## config.mk

```make
export PLATFORM = sky130hd
export DESIGN_NAME = ahb_lite_arbiter_flat
export DESIGN_NICKNAME = d
export VERILOG_FILES = /design/src/rtl/ahb_lite_arbiter_if.sv /design/src/rtl/ahb_lite_arbiter.sv /design/src/flat_wrapper.sv
export SDC_FILE = /design/constraint.sdc
export NUM_CORES = 1
export LEC_CHECK = 0
export ABC_AREA = 0
export CAP_MARGIN = 20
export CORE_AREA = 2 2 112 114
export CTS_CLUSTER_SIZE = 30
export DETAILED_ROUTE_END_ITERATION = 10
export DIE_AREA = 0 0 114 116
export SETUP_SLACK_MARGIN = 0.1
export SYNTH_ARGS = -nofsm -noshare
export SYNTH_HDL_FRONTEND = slang
export SYNTH_SLANG_ARGS = --single-unit
```

## constraint.sdc

```tcl
create_clock -name clk -period 1.83 [get_ports clk]
set_clock_uncertainty 0.1 [all_clocks]
set_input_delay 0.183 -clock clk [delete_from_list [all_inputs] [get_ports clk]]
set_output_delay 0.183 -clock clk [all_outputs]
set_load 0.05 [all_outputs]
```

## src/rtl/ahb_lite_arbiter_if.sv

```systemverilog
// ---------------------------------------------------------------------------
// ahb_lite_arbiter_if
//   Bundles the per-master AHB-Lite request/response signals and the shared
//   bus signals (towards the AHB mux) of ahb_lite_arbiter.
//
//   Per-master side (flattened, master i occupies slice i):
//     m_htrans  [2*N]       htrans (IDLE=00, NONSEQ=10, SEQ=11)
//     m_haddr   [ADDR_W*N]  address
//     m_hwrite  [N]         write strobe
//     m_hsize   [2*N]       transfer size
//     m_hburst  [3*N]       burst type
//     m_hwdata  [DATA_W*N]  write data (data phase)
//     m_hready  [N]         per-master ready (0 = stalled)
//     m_hresp   [N]         per-master response (data-phase owner only)
//     m_hrdata  [DATA_W]    read data broadcast to all masters
//   Bus side:
//     htrans/haddr/hwrite/hsize/hburst/hwdata  address/data phase to the mux
//     hready/hresp/hrdata                      response from the mux
//     gnt [N]                                  one-hot address-phase grant
//
//   Modports:
//     slave  - arbiter view (consumes master requests and bus responses)
//     master - environment view (masters plus AHB mux)
// ---------------------------------------------------------------------------
interface ahb_lite_arbiter_if #(
  parameter int NUM_MASTERS = 2,
  parameter int ADDR_W      = 32,
  parameter int DATA_W      = 32
);
  logic [2*NUM_MASTERS-1:0]      m_htrans;
  logic [ADDR_W*NUM_MASTERS-1:0] m_haddr;
  logic [NUM_MASTERS-1:0]        m_hwrite;
  logic [2*NUM_MASTERS-1:0]      m_hsize;
  logic [3*NUM_MASTERS-1:0]      m_hburst;
  logic [DATA_W*NUM_MASTERS-1:0] m_hwdata;
  logic [NUM_MASTERS-1:0]        m_hready;
  logic [NUM_MASTERS-1:0]        m_hresp;
  logic [DATA_W-1:0]             m_hrdata;

  logic [1:0]                    htrans;
  logic [ADDR_W-1:0]             haddr;
  logic                          hwrite;
  logic [1:0]                    hsize;
  logic [2:0]                    hburst;
  logic [DATA_W-1:0]             hwdata;
  logic                          hready;
  logic                          hresp;
  logic [DATA_W-1:0]             hrdata;
  logic [NUM_MASTERS-1:0]        gnt;

  modport slave (
    input  m_htrans, m_haddr, m_hwrite, m_hsize, m_hburst, m_hwdata,
    input  hready, hresp, hrdata,
    output m_hready, m_hresp, m_hrdata,
    output htrans, haddr, hwrite, hsize, hburst, hwdata, gnt
  );

  modport master (
    output m_htrans, m_haddr, m_hwrite, m_hsize, m_hburst, m_hwdata,
    output hready, hresp, hrdata,
    input  m_hready, m_hresp, m_hrdata,
    input  htrans, haddr, hwrite, hsize, hburst, hwdata, gnt
  );
endinterface

```

## src/rtl/ahb_lite_arbiter.sv

```systemverilog
// ---------------------------------------------------------------------------
// ahb_lite_arbiter
//   Shares one AHB-Lite bus between NUM_MASTERS controllers. Arbitration is
//   done in the address phase (combinational grant, held while the bus
//   stalls); the data-phase owner is tracked for HWDATA and HRESP routing.
//   Losing masters see m_hready low and hold their address phase.
//
//   Priority: the current data-phase owner, if it requests again, keeps the
//   bus (pipelined continuation). Otherwise round-robin starting after the
//   last granted master. A master that pipelines continuously can starve
//   the others.
//
//   Ports:
//     clk  - rising-edge clock
//     rst  - asynchronous, active-high reset; clears state and forces the
//            bus address phase to IDLE immediately
//     bus  - ahb_lite_arbiter_if.slave (per-master and shared bus signals)
//
//   Build option:
//     ARB_FIXED_PRIO_EN - when defined, round-robin is replaced by fixed
//                         priority (lowest index wins); no rr pointer exists.
// ---------------------------------------------------------------------------
module ahb_lite_arbiter #(
  parameter int NUM_MASTERS = 2,
  parameter int ADDR_W      = 32,
  parameter int DATA_W      = 32
) (
  input  logic                clk,
  input  logic                rst,
  ahb_lite_arbiter_if.slave   bus
);

  localparam int         IDX_W       = (NUM_MASTERS > 1) ? $clog2(NUM_MASTERS) : 1;
  localparam logic [1:0] HTRANS_IDLE = 2'b00;
  localparam logic [1:0] HSIZE_WORD  = 2'b10;

  logic [NUM_MASTERS-1:0] req;
  logic                   any_req;
  logic [IDX_W-1:0]       arb_idx;    // winner of this cycle's arbitration
  logic                   sel_valid;  // bus address phase driven by a master
  logic [IDX_W-1:0]       sel_idx;    // master driving the bus address phase
  logic [NUM_MASTERS-1:0] gnt;
  logic                   d_valid;    // a data phase is in flight
  logic [IDX_W-1:0]       d_owner;    // master owning that data phase
  int                     sel_i;
  int                     own_i;

`ifndef ARB_FIXED_PRIO_EN
  logic [IDX_W-1:0]       rr_ptr;     // last master granted an address phase
`endif

  // NOTE: combinational blocks use blocking '=' with every output given a
  // default first, so no latches are inferred; registers below use '<='.
  always_comb begin
    req = '0;
    for (int i = 0; i < NUM_MASTERS; i++) begin
      req[i] = bus.m_htrans[2*i+1];
    end
  end

  assign any_req = |req;

  // Arbitration. Candidates are scanned from lowest to highest priority so
  // the last match wins, which avoids an early exit from the loop.
  always_comb begin
    int cand;
    arb_idx = '0;
    cand    = 0;
    if (d_valid && req[d_owner]) begin
      arb_idx = d_owner;
    end else begin
`ifdef ARB_FIXED_PRIO_EN
      for (int i = NUM_MASTERS - 1; i >= 0; i--) begin
        if (req[i]) arb_idx = IDX_W'(i);
      end
`else
      // Offset NUM_MASTERS lands back on rr_ptr (lowest priority); offset 1
      // is the master right after it (highest priority), wrapping to 0.
      for (int k = NUM_MASTERS; k >= 1; k--) begin
        cand = int'(rr_ptr) + k;
        if (cand >= NUM_MASTERS) cand = cand - NUM_MASTERS;
        if (req[cand]) arb_idx = IDX_W'(cand);
      end
`endif
    end
  end

  // While the bus stalls the grant must not move. The grant captured on the
  // last hready=1 cycle is exactly the data-phase owner, so d_valid/d_owner
  // double as the held grant. Reset forces the address phase idle at once.
  always_comb begin
    sel_valid = 1'b0;
    sel_idx   = '0;
    if (!rst) begin
      if (bus.hready) begin
        sel_valid = any_req;
        sel_idx   = arb_idx;
      end else begin
        sel_valid = d_valid;
        sel_idx   = d_owner;
      end
    end
  end

  assign sel_i = int'(sel_idx);
  assign own_i = int'(d_owner);

  always_comb begin
    gnt        = '0;
    bus.htrans = HTRANS_IDLE;
    bus.haddr  = '0;
    bus.hwrite = 1'b0;
    bus.hsize  = HSIZE_WORD;
    bus.hburst = '0;
    if (sel_valid) begin
      gnt[sel_idx] = 1'b1;
      bus.htrans   = bus.m_htrans[2*sel_i +: 2];
      bus.haddr    = bus.m_haddr[ADDR_W*sel_i +: ADDR_W];
      bus.hwrite   = bus.m_hwrite[sel_idx];
      bus.hsize    = bus.m_hsize[2*sel_i +: 2];
      bus.hburst   = bus.m_hburst[3*sel_i +: 3];
    end
  end

  assign bus.gnt = gnt;

  // A requester that is not granted is stalled; everyone else follows the
  // bus hready. Responses go only to the data-phase owner.
  always_comb begin
    bus.m_hready = '0;
    bus.m_hresp  = '0;
    for (int i = 0; i < NUM_MASTERS; i++) begin
      bus.m_hready[i] = bus.hready & ~(req[i] & ~gnt[i]);
      bus.m_hresp[i]  = bus.hresp & d_valid & (own_i == i);
    end
  end

  assign bus.hwdata   = d_valid ? bus.m_hwdata[DATA_W*own_i +: DATA_W] : '0;
  assign bus.m_hrdata = bus.hrdata;

  // NOTE: every state register has an explicit reset value; an in-flight
  // data phase is simply dropped when rst asserts.
  always_ff @(posedge clk or posedge rst) begin
    if (rst) begin
      d_valid <= 1'b0;
      d_owner <= '0;
    end else if (bus.hready) begin
      d_valid <= any_req;
      d_owner <= arb_idx;
    end
  end

`ifndef ARB_FIXED_PRIO_EN
  always_ff @(posedge clk or posedge rst) begin
    if (rst) begin
      rr_ptr <= '0;
    end else if (bus.hready && any_req) begin
      rr_ptr <= arb_idx;
    end
  end
`endif

endmodule

```

## src/flat_wrapper.sv

```systemverilog
// flat-port wrapper written by rule: the top's interface ports become plain ports
module ahb_lite_arbiter_flat 
#(
  parameter int NUM_MASTERS = 2,
  parameter int ADDR_W      = 32,
  parameter int DATA_W      = 32
)
  (clk, rst, bus_m_htrans, bus_m_haddr, bus_m_hwrite, bus_m_hsize, bus_m_hburst, bus_m_hwdata, bus_hready, bus_hresp, bus_hrdata, bus_m_hready, bus_m_hresp, bus_m_hrdata, bus_htrans, bus_haddr, bus_hwrite, bus_hsize, bus_hburst, bus_hwdata, bus_gnt);
  ahb_lite_arbiter_if #(.NUM_MASTERS(NUM_MASTERS), .ADDR_W(ADDR_W), .DATA_W(DATA_W)) bus_i ();
  input  logic clk;
  input  logic rst;
  input wire logic [$bits(bus_i.m_htrans)-1:0] bus_m_htrans;
  input wire logic [$bits(bus_i.m_haddr)-1:0] bus_m_haddr;
  input wire logic [$bits(bus_i.m_hwrite)-1:0] bus_m_hwrite;
  input wire logic [$bits(bus_i.m_hsize)-1:0] bus_m_hsize;
  input wire logic [$bits(bus_i.m_hburst)-1:0] bus_m_hburst;
  input wire logic [$bits(bus_i.m_hwdata)-1:0] bus_m_hwdata;
  input wire logic [$bits(bus_i.hready)-1:0] bus_hready;
  input wire logic [$bits(bus_i.hresp)-1:0] bus_hresp;
  input wire logic [$bits(bus_i.hrdata)-1:0] bus_hrdata;
  output wire logic [$bits(bus_i.m_hready)-1:0] bus_m_hready;
  output wire logic [$bits(bus_i.m_hresp)-1:0] bus_m_hresp;
  output wire logic [$bits(bus_i.m_hrdata)-1:0] bus_m_hrdata;
  output wire logic [$bits(bus_i.htrans)-1:0] bus_htrans;
  output wire logic [$bits(bus_i.haddr)-1:0] bus_haddr;
  output wire logic [$bits(bus_i.hwrite)-1:0] bus_hwrite;
  output wire logic [$bits(bus_i.hsize)-1:0] bus_hsize;
  output wire logic [$bits(bus_i.hburst)-1:0] bus_hburst;
  output wire logic [$bits(bus_i.hwdata)-1:0] bus_hwdata;
  output wire logic [$bits(bus_i.gnt)-1:0] bus_gnt;
  assign bus_i.m_htrans = bus_m_htrans;
  assign bus_i.m_haddr = bus_m_haddr;
  assign bus_i.m_hwrite = bus_m_hwrite;
  assign bus_i.m_hsize = bus_m_hsize;
  assign bus_i.m_hburst = bus_m_hburst;
  assign bus_i.m_hwdata = bus_m_hwdata;
  assign bus_i.hready = bus_hready;
  assign bus_i.hresp = bus_hresp;
  assign bus_i.hrdata = bus_hrdata;
  assign bus_m_hready = bus_i.m_hready;
  assign bus_m_hresp = bus_i.m_hresp;
  assign bus_m_hrdata = bus_i.m_hrdata;
  assign bus_htrans = bus_i.htrans;
  assign bus_haddr = bus_i.haddr;
  assign bus_hwrite = bus_i.hwrite;
  assign bus_hsize = bus_i.hsize;
  assign bus_hburst = bus_i.hburst;
  assign bus_hwdata = bus_i.hwdata;
  assign bus_gnt = bus_i.gnt;
  ahb_lite_arbiter #(.NUM_MASTERS(NUM_MASTERS), .ADDR_W(ADDR_W), .DATA_W(DATA_W)) u_core (.clk(clk), .rst(rst), .bus(bus_i));
endmodule
```

==> results of run 1 <==
==> sequential cells by signal (all words and copies together), names as in the netlist <==
signal,count
u_core.d_owner,1
u_core.rr_ptr,1
u_core.d_valid,1
==> through the flow <==
step	hold slack [ps]	std cells	instance area (µm²)
3_5_place_dp	266	634	5920
2_1_floorplan	-155	291	2810
5_1_grt	134	667	6840
4_1_cts	116	653	6400
3_3_place_gp	266	634	5920
6_report	113	667	6840
==> kinds of logic (layout without fill, tap and decap cells) <==
logic type | Yosys count | count (layout)
buf+inv | 81 | 310
compound gates | 127 | 127
simple gates | 47 | 47
flops | 3 | 3
mux | 33 | 33
==> power by group <==
group	switching (mW)	internal [mW]
sequential	0.00757	0.0782
clock	0.0654	0.288
combinational	1.60	1.69
==> Yosys cell counts <==
master / n / area (µm²)
and3_1: 1 / 6.26
clkbuf_1: 33 / 124
o21ai_0: 1 / 5.00
buf_6: 1 / 11.3
nand4b_1: 1 / 8.76
a21boi_1: 2 / 15.0
nor4b_1: 1 / 8.76
o211ai_1: 1 / 7.51
or3_4: 1 / 11.3
inv_1: 2 / 7.51
inv_2: 1 / 3.75
o22ai_1: 1 / 6.26
a41o_1: 1 / 10.0
a31o_1: 1 / 8.76
a211o_1: 2 / 17.5
and4b_1: 1 / 10.0
o21ai_1: 1 / 5.00
and3b_1: 1 / 8.76
nor2b_1: 33 / 206
nand2_1: 2 / 7.51
mux2i_1: 33 / 330
buf_4: 35 / 263
o31ai_1: 39 / 293
dfrtp_1: 3 / 75.1
a21oi_1: 40 / 200
buf_2: 8 / 40.0
nor2_1: 5 / 18.8
buf_1: 1 / 3.75
o2111ai_1: 38 / 333
nand2b_1: 1 / 6.26
==> what timing repair did <==
| action | in CTS | in global routing |
|---|---|---|
| gates resized for setup | 47 | 42 |
| cloned | 4 | 5 |
| endpoints found under the hold margin | 0 | 0 |
| endpoints found under the setup margin | 78 | 79 |
| buffers inserted | 11 | 10 |
| pin swaps | 7 | 7 |
==> final cells by class <==
| cell class | instances | area (µm²) |
|---|---|---|
| tap | 147 | 184 |
| timing repair buffer | 303 | 3990 |
| multi-input combinational | 207 | 2490 |
| inverter | 3 | 16.3 |
| sequential | 3 | 78.8 |
| clock buffer | 4 | 78.8 |
| fill | 981 | 5070 |
==> how the worst max path moves through the flow <==
stage | start | end
floorplan | u_core.d_owner$_DFF_PP0_ | bus_hsize[1]
detailed placement | bus_m_htrans[1] | bus_hsize[1]
global placement | bus_m_htrans[1] | bus_hsize[0]
finish | u_core.d_owner$_DFF_PP0_ | bus_hsize[1]
CTS | u_core.rr_ptr$_DFFE_PP0P_ | bus_hsize[1]
global route | u_core.d_owner$_DFF_PP0_ | bus_hsize[1]
==> worst max-delay path: stages, from the launching register on <==
cell,delay (ps)
dfrtp_4,420
and3b_2,250
or3_4,450
a211o_4,350
buf_12,150
==> cell usage in the layout, fill, tap and decap left out, drive strengths merged, types with 2 or more instances in the layout <==
cell type,Yosys,routed
mux2i,33,33
a211o,2,2
dlygate4sd2,0,3
clkdlybuf4s50,0,144
a21boi,2,2
inv,3,3
dfrtp,3,3
nand2,2,2
buf,45,150
o2111ai,38,38
bufbuf,0,2
o21ai,2,2
clkbuf,33,8
a21oi,40,40
nor2,5,5
o31ai,39,39
nor2b,33,33
==> per-layer routing <==
| metal | up-vias | GRT usage |
|---|---|---|
| met5 | - | 0 |
| met4 | 0 | 0.0293 |
| met3 | 17 | 0.0408 |
| met2 | 168 | 0.340 |
| met1 | 1581 | 0.177 |
| li1 | 1555 | - |
==> results.yml, run 1 <==
floorplanning:
  die_area_um2: 13200
  initial_core_util: 0.172
  core_um2: 11900
  die_x_um: 114
  num_rows: 40
  io_pins: 290
  die_h_um: 116
route:
  highest_layer: "met4"
  dr_wl_met3_um: 1030
  drcViolationCount: 0
  dr_wl_met2_um: 6910
  drtPass1Iterations: 4
  via_per_inst: 4.98
  ant_nets: 0
  dr.first_iter.drc_count: 169
  routedWlPerCell_um: 19.1
  wl_um: 12700
  via_count: 3321
  met1_length_um: 4580
critical_path:
  worstSetupStartpointType: "flip-flop"
  critPathCaptureType: "output pin"
  rr_worst_depth: 6
  required_ps: 1550
  timing.rr.end: "u_core.rr_ptr$_DFFE_PP0P_"
  critPathArrivalTime_ps: 1850
  critical_path_class: "flip-flop to output pin"
  timing.rr.start: "u_core.d_owner$_DFF_PP0_"
  rrSetupSlack_ps: 190
  crit_path_max_fanout: 4
place:
  place_congestion: 0.780
  dp_slack_ps: -466
  portBuffers: 225
  dp_hpwl_um: 9050
outcome:
  status: "complete, but fails checks"
  violations: "setup timing"
power_and_ir_drop:
  p_leak_nw: 2.55
  p_per_area_nw_per_um2: 545
  total_power_mw: 3.72
  max-vdd-ir-drop_mv: 0.387
min_path:
  hp-class: "input pin to asynchronous set/reset pin"
clocking:
  cts.sink_count: 3
  path_clk_slew_ps: 30
  clock_latency_ps: 230
  clockBufferDepth: 2
  cts_hold_buf: 0
  cts_tree: "built"
  htreeDepth: 1
  cts_made_buffers: 3
  cts_root_buffer: "clkbuf_16"
synth:
  yosys.area_share.simple: 0.143
  synth-adder-area-share: 0
  avgSynthCellArea_um2: 7.05
  synth_mux_area_frac: 0.161
  ys_warn_count: 0
  seq_area_frac_synth: 0.0366
  ys_types: 30
  syn-num-nets: 471
  synth-seq-cells: 3
  synth_area_um2: 2050
  synthXorXnorAreaFrac: 0
  synth-compound-area-share: 0.439
  syn_inst: 291
  synth_top_family_by_area: "compound AO/OA/AOI/OAI gates"
timing:
  tns_ps: -14440
  maxSlewHeadroom: 0.710
  fin_ws_ps: -301
  finalHoldViolations: 0
  rsz0062_at_grt: "true"
  max_freq_mhz: 469
  tightest_slew_ps: 429
  slew_viol_final: 0
  period_needed_ps: 2130
  min_period_over_period: 1.16
  setup_viol: 76
final_layout:
  post-route-util: 0.574
  drive_above_1_share: 0.563
  nets: 701
  antenna_cells: 0
  syn2layout_area_growth_pct: 233
job:
  maxCapViolCount: 0
global_route:
  grt_max_degree: 37
  grt_overflow: 0
  grtUsageTotal: 0.169
  grt_pass1_wl_um: 17900
  antenna_found_initial: 0
  grt_pass1_vias: 3476
No activity file was read; power rests on OpenSTA's default activity.
==> run 2, diff against run 1 <==
PLACE_DENSITY_LB_ADDON = 0.2   (was unset)
==> run 2 against run 1 <==
The flow still finishes with violations (setup timing). Combinational power is 2% higher. Power is 1.9% higher. Sequential share of layout area hardly changed. Critical path type unchanged. Register-to-register slack worse by 150 ps. Setup slack better by 41 ps. Cell count is 0.45% lower.
==> results.yml, run 2 (synthesized netlist as in run 1, its figures left out) <==
critical_path:
  crit_path_frequent_cell: "buf_12"
  worstSetupStartpointType: "flip-flop"
  cpPeakStageDelay_ps: 490
  crit_buf_inv: 3
  path_cells: "and3b_2 -> buf_12 -> o31ai_1 -> buf_4 -> a21oi_4 -> buf_12"
  required_ps: 1550
  cp_slowest_cell: "dfrtp_4"
  critPathArrivalTime_ps: 1810
  crit_family: "buffers and inverters"
  critPathCaptureType: "output pin"
  crit_path_max_fanout: 23
  critical_path_class: "flip-flop to output pin"
place:
  place_congestion: 0.795
  dp_slack_ps: -412
  portBuffers: 225
  dp_hpwl_um: 8880
timing:
  tightest_slew_ps: 390
  tns_ps: -12290
  finalHoldViolations: 0
  maxSlewHeadroom: 0.738
  setup_viol: 76
  fin_ws_ps: -260
  max_freq_mhz: 478
  rsz0062_at_grt: "true"
  slew_viol_final: 0
  period_needed_ps: 2090
  min_period_over_period: 1.14
clocking:
  clockBufferDepth: 2
  cts_tree: "built"
  cts_made_buffers: 3
  cts.sink_count: 3
  htreeDepth: 1
  clock_latency_ps: 220
  path_clk_slew_ps: 30
  cts_root_buffer: "clkbuf_16"
final_layout:
  layout_commonest_cell: "clkdlybuf4s50_1"
  drive_above_1_share: 0.583
  nets: 696
  syn2layout_area_growth_pct: 239
  n_fill_cell: 975
  largestRegisters: "u_core.d_owner x1, u_core.d_valid x1, u_core.rr_ptr x1"
  final_cell_mix: "144 x clkdlybuf4s50_1, 93 x buf_12, 39 x a21oi_4"
outcome:
  violations: "setup timing"
  status: "complete, but fails checks"
floorplanning:
  die_x_um: 114
  num_rows: 40
  die_h_um: 116
  core_um2: 11900
  initial_core_util: 0.172
  io_pins: 290
  die_area_um2: 13200
route:
  dr.first_iter.drc_count: 110
  routedWlPerCell_um: 18.3
  wl_um: 12200
  ant_nets: 0
  via_per_inst: 4.92
  via_count: 3268
  drcViolationCount: 0
  drtPass1Iterations: 4
power_and_ir_drop:
  p_int_mw: 2.10
  combPwrFrac: 0.885
  max-vdd-ir-drop_mv: 0.263
  p_leak_nw: 2.55
  clkPwrFrac: 0.092
  p_per_area_nw_per_um2: 545
  p_sw_mw: 1.69
  swShare: 0.446
  p_seq_frac: 0.023
global_route:
  grt_overflow: 0
  antenna_found_initial: 2
  grtUsageTotal: 0.175
  grt_max_degree: 31
  grt_pass1_wl_um: 18400
  grt_pass1_vias: 3545
job:
  maxCapViolCount: 0
min_path:
  hp-class: "input pin to asynchronous set/reset pin"
[run 2: stage by stage]
stage	utilization	area, µm²	total power [mW]	hold WS, ps	instances
after floorplan	-	2810	1.81	-155	291
after global placement	0.502	5980	3.02	266	636
after detailed placement	0.502	5980	3.04	266	636
after CTS	0.572	6810	3.76	108	658
after global routing	0.584	6960	3.94	137	664
final	0.584	6960	3.79	105	664
[run 2: metal layers]
layer  global-route usage  share of wire  wire length [µm]
met4               0.0268         0.0095               116
met5                    0              0                 0
met2                0.347           0.54              6560
met1                0.183           0.37              4460
met3               0.0549          0.085              1040
[run 2: power groups by stage]
stage,Clock [mW],Combinational [mW],Sequential [mW]
floorplan,0,1.72,0.0828
global placement,0,2.93,0.0887
detailed placement,0,2.95,0.0888
CTS,0.353,3.32,0.0868
global route,0.360,3.49,0.0896
finish,0.349,3.36,0.0886
[run 2: timing repair]
action                                  4_1_cts  5_1_grt
pin swaps                                    22        5
cloned                                        7        2
endpoints found under the setup margin       77       79
hold buffers                                  0        0
endpoints found under the hold margin         0        0
resized for setup                            96       19
setup buffers                                11        3
[run 2: final timing paths]
path                       slack [ps]                        end  cells after the start                     start
hold reg to reg                   600   u_core.d_valid$_DFF_PP0_                      3  u_core.d_valid$_DFF_PP0_
hold / removal                    100   u_core.d_owner$_DFF_PP0_                      2                       rst
setup / recovery                 -260              bus_htrans[0]                      6  u_core.d_owner$_DFF_PP0_
setup reg to reg                   40  u_core.rr_ptr$_DFFE_PP0P_                      7  u_core.d_owner$_DFF_PP0_
max in group asynchronous        1370   u_core.d_owner$_DFF_PP0_                      2                       rst
min in group clk                  270            bus_m_hrdata[0]                      0             bus_hrdata[0]
[run 2: layout make-up]
| class | instances | area (µm²) | area share |
|---|---|---|---|
| diodes | 2 | 5.00 | 0.000719 |
| inverters | 3 | 11.3 | 0.00162 |
| clock buffers | 4 | 78.8 | 0.0113 |
| flip-flops and latches | 3 | 80.1 | 0.0115 |
| repair buffers | 298 | 4030 | 0.579 |
| well taps | 147 | 184 | 0.0264 |
| multi-input cells | 207 | 2570 | 0.369 |
==> run 3, diff against run 2 <==
ABC_CLOCK_PERIOD_IN_PS = 1830   (was unset)
CORE_AREA = 4 4 111 113   (was 2 2 112 114)
CTS_BUF_LIST = sky130_fd_sc_hd__clkbuf_8   (was unset)
DIE_AREA = 0 0 115 117   (was 0 0 114 116)
==> run 3 against run 2 <==
The flow still finishes with violations (setup timing). Largest power group unchanged. Fmax down 2.7%. Worst hold slack worse by 1.2 ps. Setup slack worse by 57 ps. Cell count unchanged. Sequential power down 2%. Clock power down 44%. Cell area up 2.0%. Via count up 2.1%. Die area up 1.7%. Flip-flop and latch count unchanged. Non-clock buffer count up 6.
==> results.yml, run 3 (synthesized netlist as in run 1, its figures left out) <==
outcome:
  status: "complete, but fails checks"
  violations: "setup timing"
clocking:
  htreeDepth: 1
  cts_made_buffers: 3
  cts_tree: "built"
  path_clk_slew_ps: 30
  clock_latency_ps: 220
  cts_hold_buf: 0
  cts.sink_count: 3
  clockBufferDepth: 2
  cts_root_buffer: "clkbuf_8"
power_and_ir_drop:
  p_per_area_nw_per_um2: 520
  total_power_mw: 3.69
  max-vdd-ir-drop_mv: 0.357
  p_leak_nw: 2.61
final_layout:
  post-route-util: 0.627
  nets: 702
  largestRegisters: "u_core.d_owner x1, u_core.d_valid x1, u_core.rr_ptr x1"
  register_area_um2: 78.8
  n_fill_cell: 894
  drive_above_1_share: 0.585
  layout_commonest_cell: "clkdlybuf4s50_1"
  antenna_cells: 0
  multi_input_area_um2: 2680
  final_cell_mix: "144 x clkdlybuf4s50_1, 90 x buf_12, 39 x a21oi_4"
  syn2layout_area_growth_pct: 246
critical_path:
  critical_path_class: "flip-flop to output pin"
  critPathCaptureType: "output pin"
  rrSetupSlack_ps: 300
  critPathArrivalTime_ps: 1860
  path_cells: "buf_12 -> mux2i_4 -> buf_4 -> or3_4 -> a211o_4 -> buf_12"
  timing.rr.end: "u_core.rr_ptr$_DFFE_PP0P_"
  cpPeakStageDelay_ps: 430
  crit_path_frequent_cell: "buf_12"
  timing.rr.start: "u_core.d_owner$_DFF_PP0_"
  crit_family: "flip-flops"
  required_ps: 1550
  crit_path_max_fanout: 5
  worstSetupStartpointType: "flip-flop"
  rr_worst_depth: 5
  cp_slowest_cell: "dfrtp_4"
  crit_buf_inv: 3
timing:
  setup_viol: 76
  tightest_slew_ps: 420
  max_freq_mhz: 466
  period_needed_ps: 2150
  rsz0062_at_grt: "true"
  maxSlewHeadroom: 0.717
  min_period_over_period: 1.17
  finalHoldViolations: 0
  fin_ws_ps: -317
  slew_viol_final: 0
route:
  routedWlPerCell_um: 20.8
  ant_nets: 0
  highest_layer: "met4"
  dr.first_iter.drc_count: 106
  via_per_inst: 5.02
  via_count: 3336
  drcViolationCount: 0
  wl_um: 13800
  drtPass1Iterations: 4
  dr_wl_met3_um: 1080
  met1_length_um: 4850
  dr_wl_met2_um: 7690
job:
  maxCapViolCount: 0
global_route:
  grt_pass1_vias: 3671
  grt_pass1_wl_um: 19500
  grt_max_degree: 40
  antenna_found_initial: 0
  grt_overflow: 0
  grtUsageTotal: 0.181
place:
  portBuffers: 225
  dp_hpwl_um: 9350
  place_congestion: 0.775
floorplanning:
  die_area_um2: 13500
  core_um2: 11300
  io_pins: 290
  num_rows: 39
  die_x_um: 115
  initial_core_util: 0.181
  die_h_um: 117
min_path:
  hp-class: "input pin to asynchronous set/reset pin"
run 3: worst max path at each step:
stage                                  start            end  slack [ps]  cells past startpoint
detailed placement                bus_hready  bus_haddr[16]        -440                      8
CTS                 u_core.d_owner$_DFF_PP0_   bus_hsize[1]        -310                      4
floorplan           u_core.d_owner$_DFF_PP0_   bus_hsize[1]          -2                      5
global placement                  bus_hready  bus_haddr[20]        -390                      8
finish              u_core.d_owner$_DFF_PP0_   bus_hsize[1]        -320                      6
global route        u_core.d_valid$_DFF_PP0_   bus_haddr[8]        -360                      5
run 3: per-layer routing:
layer / up-vias / GRT usage
li1: 1552 / -
met1: 1609 / 0.191
met2: 155 / 0.356
met3: 20 / 0.0483
met4: 0 / 0.0430
met5: - / 0
run 3: repair_timing:
| item | in CTS | in global routing |
|---|---|---|
| cloned | 6 | 10 |
| buffers inserted | 9 | 2 |
| pin swaps | 10 | 15 |
| endpoints found under the setup margin | 78 | 78 |
| resized for setup | 78 | 27 |
run 3: worst reg2reg max path: cells and delay by family (launching register included):
family          cells  cell delay (ps)
compound gates      2              400
buf+inv             3              430
flops               1              490
run 3: area by class of cell:
cell class	instances	area share
timing repair buffer	304	0.578
sequential	3	0.0111
tap	143	0.0252
inverter	3	0.00159
clock inverter	1	0.000529
clock buffer	3	0.00581
multi-input combinational	207	0.378
run 3: report_power, final:
part	total, mW	internal [mW]	switching, mW	leakage (nW)
clock network	0.194	0.143	0.0502	0.0269
logic	3.41	1.75	1.67	2.55
registers	0.0872	0.0781	0.00908	0.0332
run 3: per-stage QoR:
stage / area [µm²] / setup slack, ps / setup TNS, ps / hold slack, ps / cells
6_report: 7100 / -317 / -13100 / 104 / 664
5_1_grt: 7100 / -356 / -17460 / 142 / 664
4_1_cts: 6700 / -315 / -15200 / 100 / 654
3_5_place_dp: 5990 / -441 / -16710 / 266 / 635
3_3_place_gp: 5990 / -387 / -15430 / 266 / 635
2_1_floorplan: 2810 / -1.61 / -1.61 / -155 / 291
